**src/rtl/sar_search.sv**
```systemverilog
// sar_search: successive-approximation search driving an external magnitude comparator.
// Define SAR_PROTOCOL_CHECK_EN to flag and abort on malformed gt/lt/eq responses.
module sar_search #(
    parameter int WIDTH = 4
) (
    input  logic             clk,
    input  logic             rst,
    input  logic             start,
    input  logic             gt,
    input  logic             lt,
    input  logic             eq,
    output logic [WIDTH-1:0] trial,
    output logic             busy,
    output logic             done,
    output logic [WIDTH-1:0] result,
    output logic             found,
    output logic             err
);
    localparam int IW = (WIDTH > 1) ? $clog2(WIDTH) : 1;
    localparam logic [1:0] IDLE   = 2'd0;
    localparam logic [1:0] SEARCH = 2'd1;
    localparam logic [1:0] VERIFY = 2'd2;
    logic [1:0]       state;
    logic [IW-1:0]    idx;
    logic [WIDTH-1:0] acc;
    logic [WIDTH-1:0] bit_cur;
    logic [WIDTH-1:0] bit_nxt;
    logic [WIDTH-1:0] acc_nx;
    logic             fault;
    assign busy    = state != IDLE;
    assign bit_cur = WIDTH'(1) << idx;
    assign bit_nxt = bit_cur >> 1;
    // Any response other than gt, eq or an explicit lt counts as lt.
    assign acc_nx  = gt ? (acc | bit_cur) : acc;
`ifdef SAR_PROTOCOL_CHECK_EN
    assign fault = ~((gt ^ lt ^ eq) & ~(gt & lt & eq));
`else
    assign fault = 1'b0;
`endif
    always_ff @(posedge clk or posedge rst) begin
        if (rst) begin
            state  <= IDLE;
            idx    <= '0;
            acc    <= '0;
            trial  <= '0;
            result <= '0;
            done   <= 1'b0;
            found  <= 1'b0;
            err    <= 1'b0;
        end else begin
            done <= 1'b0;
            if (state == IDLE) begin
                if (start) begin
                    state  <= SEARCH;
                    trial  <= WIDTH'(1) << (WIDTH - 1);
                    acc    <= '0;
                    idx    <= IW'(WIDTH - 1);
                    result <= '0;
                    found  <= 1'b0;
                    err    <= 1'b0;
                end
            end else if (fault) begin
                err    <= 1'b1;
                done   <= 1'b1;
                found  <= 1'b0;
                result <= trial;
                state  <= IDLE;
            end else if (state == SEARCH) begin
                if (eq) begin
                    result <= trial;
                    found  <= 1'b1;
                    done   <= 1'b1;
                    state  <= IDLE;
                end else begin
                    // bit_nxt is zero on the last bit, so trial settles on acc for VERIFY.
                    acc   <= acc_nx;
                    trial <= acc_nx | bit_nxt;
                    if (idx == '0)
                        state <= VERIFY;
                    else
                        idx <= idx - IW'(1);
                end
            end else if (state == VERIFY) begin
                result <= trial;
                found  <= eq;
                done   <= 1'b1;
                state  <= IDLE;
            end else begin
                state <= IDLE;
            end
        end
    end
endmodule

```
**config.mk**
```make
export PLATFORM = sky130hd
export DESIGN_NAME = sar_search
export DESIGN_NICKNAME = d
export VERILOG_FILES = /design/src/rtl/sar_search.sv
export SDC_FILE = /design/constraint.sdc
export NUM_CORES = 1
export LEC_CHECK = 0
export CORE_UTILIZATION = 30
export DETAILED_ROUTE_END_ITERATION = 8
export HOLD_SLACK_MARGIN = 0.1
export PLACE_DENSITY = 0.5
export SLEW_MARGIN = 20
export SYNTH_ARGS = -nofsm -noshare
export SYNTH_HDL_FRONTEND = slang
export SYNTH_SLANG_ARGS = --single-unit
```
**constraint.sdc**
```tcl
create_clock -name clk -period 3.7 [get_ports clk]
set_input_delay 0.74 -clock clk [delete_from_list [all_inputs] [get_ports clk]]
set_output_delay 0.74 -clock clk [all_outputs]
set_load 0.02 [all_outputs]
```
==> reports/results.ini <==
[floorplanning]
die_width_um = 58.19
initial_core_util = 0.3128
fp.dieArea_um2 = 3386
core_area_um2 = 3028
chipHeight_um = 58.19
num_io_pins = 18
floorplan.rows = 20

[global_route]
first_global_vias = 695
grt_antenna_before_repair = 0
grt-ovfl-total = 0
grt_pass1_wl_um = 3249
grt_start_max_net_pins = 19
grt_use_total = 0.1295

[power]
vdd_drop_max_mv = 0.2524
cellLeakagePower_nw = 0.4924
total_power_mw = 0.8495
pwr_density_cell_nw_per_um2 = 727.7

[layout]
finalNonFillerCells = 150
layout_commonest_cell = sky130_fd_sc_hd__dfrtp_1
layout.core_utilization = 0.3855
design_area_um2 = 1167
n_fill_cell = 307
finalNetCount = 117
most-common-layout-cells = sky130_fd_sc_hd__dfrtp_1, sky130_fd_sc_hd__clkdlybuf4s50_1, sky130_fd_sc_hd__inv_1, sky130_fd_sc_hd__nor2b_1, sky130_fd_sc_hd__o22ai_1
fraction_of_layout_cells_with_a_size_suffix_above_1 = 0.09434
layout.area.seq_um2 = 450.4
antenna_cells = 0
multiInputGateArea_um2 = 430.4
synthToLayoutAreaGrowth_pct = 23.25

[yosys]
post_synth_instance_area_um2 = 947.2
post_synth_fa_ha_maj_area_fraction = 0.05284
yosysSeqAreaShare = 0.4756
fraction_of_synthesized_area_in_multiplexers = 0.05680
synth_fp_nets = 101
synth_cell_types = 30
synthXorXnorAreaFrac = 0
synthSimpleGateAreaFrac = 0.1281
synthesis.yosys.warnings = 0
synth_area_per_cell_um2 = 10.41
compound_gate_portion_of_the_synthesized_area = 0.2127
mapped_cells = 91
synth_top_family_by_area = compound AO/OA/AOI/OAI gates
netlist.top_cell.by_area = sky130_fd_sc_hd__dfrtp_1
synth-seq-cells = 18
synth_top_cells_by_area = sky130_fd_sc_hd__dfrtp_1, sky130_fd_sc_hd__ha_1, sky130_fd_sc_hd__inv_1
top_area_cell_type_share_of_the_netlist_area = 0.4756

[placed_design]
port_buffers = 15
hpwl_um = 1327
placed_area_um2 = 1131
routabilityCongestion = 0.6867
place.detailed.instances = 146

[route]
detailroute.via_count = 704
avgRoutedWirePerCell_um = 12.65
vias_per_cell = 4.693
post-route-drc-count = 0
drt_iter0_drc = 9
wirelength_um = 1897
drtAntennaViolNets = 0
drt_pass1_iterations = 2

[sta]
finalSetupTns_ns = 0
fmax_mhz = 387.8
max-slew-margin-rel = 0.5178
period_share = 0.6969
fin_worst_skew_ns = 0.01316
final_hold_viol_count = 0
final-max-slew-violation-count = 0
finalCriticalPeriod_ns = 2.579
rsz0062_at_grt = no
total_setup_violations_reported_at_the_end_of_the_flow = 0
worst_slew_pin_slew_ns = 0.7225

[critical_path]
critPathMaxFanout = 15
crit-reg2reg-launch = state[0]
cp_class = register to output port
worstSetupStartpointType = register
arrival_ns = 1.84
startpoint = state[0]
worstPathRequired_ns = 2.96
crit_path_capture_type = output port

[clocking]
post_cts_resize_count = 0
tritoncts = yes
cts-hold-fix-buffers = 0
clock_insertion_delay_worst_skew_ns = 0.31
path_clk_slew_ns = 0.11
tritoncts_num_sinks = 18
cell_chosen_for_the_clock_root = sky130_fd_sc_hd__clkbuf_4
clockBufferDepth = 2
cts_inserted_buffers = 3
cts.repair_timing.setup_buffer_count = 0
ctsHtreeMaxLevel = 1

[worst_hold_path]
hold_path_class = register to register
hold_path_startpoint = acc[0]

[run]
cap_viol_max_count = 0

[outcome]
outcome = finished, final reports clean

[path summary, 6_finish.rpt]
kind,endpoint,slack [ns],cells past startpoint
min,acc[0],0.55,2
max,busy,1.12,2
min in group asynchronous,acc[3],0.83,2
max in group asynchronous,trial[1],2.40,2
max reg2reg,idx[1],2.00,3
min reg2reg,acc[0],0.55,2
[cell families (layout without fill, tap and decap cells)]
kind of cell    count (synthesis)  after routing
compound gates                 27             27
fa+ha+maj                       4              4
buf+inv                        16             31
flops                          18             18
mux                             5              5
other cells                     1              1
simple gates                   20             20
[through the flow]
stage / hold WS, ns / worst slack (ns)
5_1_grt: 0.5513 / 1.027
2_1_floorplan: 0.4976 / 2.082
6_report: 0.5505 / 1.121
3_3_place_gp: 0.5217 / 1.311
3_5_place_dp: 0.5231 / 1.305
4_1_cts: 0.5418 / 1.093
[sequential cells by signal, indices dropped and copies added (netlist names)]
signal / cells
acc: 4
result: 4
trial: 4
idx: 2
state: 2
done: 1
found: 1
[synthesized netlist by cell type]
cell and number:
sky130_fd_sc_hd__a2bb2oi_1 1, sky130_fd_sc_hd__mux2i_1 2, sky130_fd_sc_hd__nand2b_1 2, sky130_fd_sc_hd__a22oi_1 3, sky130_fd_sc_hd__nor2b_1 7, sky130_fd_sc_hd__ha_1 4, sky130_fd_sc_hd__a221o_1 2, sky130_fd_sc_hd__a21boi_0 1
sky130_fd_sc_hd__mux2_1 3, sky130_fd_sc_hd__a2bb2oi_2 1, sky130_fd_sc_hd__buf_4 1, sky130_fd_sc_hd__a21oi_2 1, sky130_fd_sc_hd__nor4b_2 1, sky130_fd_sc_hd__a21oi_1 4, sky130_fd_sc_hd__conb_1 1, sky130_fd_sc_hd__buf_2 2
sky130_fd_sc_hd__clkbuf_1 1, sky130_fd_sc_hd__o22ai_4 1, sky130_fd_sc_hd__o21a_1 1, sky130_fd_sc_hd__a32oi_1 1, sky130_fd_sc_hd__or3b_1 1, sky130_fd_sc_hd__or2_2 2, sky130_fd_sc_hd__or2_1 1, sky130_fd_sc_hd__o21ai_1 4
sky130_fd_sc_hd__nand2_1 3, sky130_fd_sc_hd__o21ai_0 1, sky130_fd_sc_hd__o22ai_1 6, sky130_fd_sc_hd__dfrtp_1 18, sky130_fd_sc_hd__inv_1 12, sky130_fd_sc_hd__nor2_1 3
[critical path, cell delays in order (launching register included)]
cell                              delay [ns]
sky130_fd_sc_hd__dfrtp_1                0.57
sky130_fd_sc_hd__or2_2                  0.42
sky130_fd_sc_hd__clkdlybuf4s50_1        0.55
[where the power goes]
part	switching (mW)	internal, mW
logic	0.191	0.194
clock network	0.0692	0.0601
registers	0.0721	0.263
[routing by layer]
metal / part of all wire / track usage / vias to the layer above
met1: 0.49 / 0.1799 / 340
li1: - / - / 346
met3: 0.049 / 0.04911 / 2
met5: 0 / 0 / -
met2: 0.46 / 0.1905 / 16
met4: 0.0042 / 0.03061 / 0
[area by class of cell]
| type | count | share of cell area |
|---|---|---|
| sequential | 18 | 0.3859 |
| tap | 44 | 0.04716 |
| timing repair buffer | 15 | 0.1286 |
| inverter | 12 | 0.03859 |
| multi-input combinational | 57 | 0.3687 |
| clock buffer | 4 | 0.03108 |
Power figures use the tool's default switching activity.
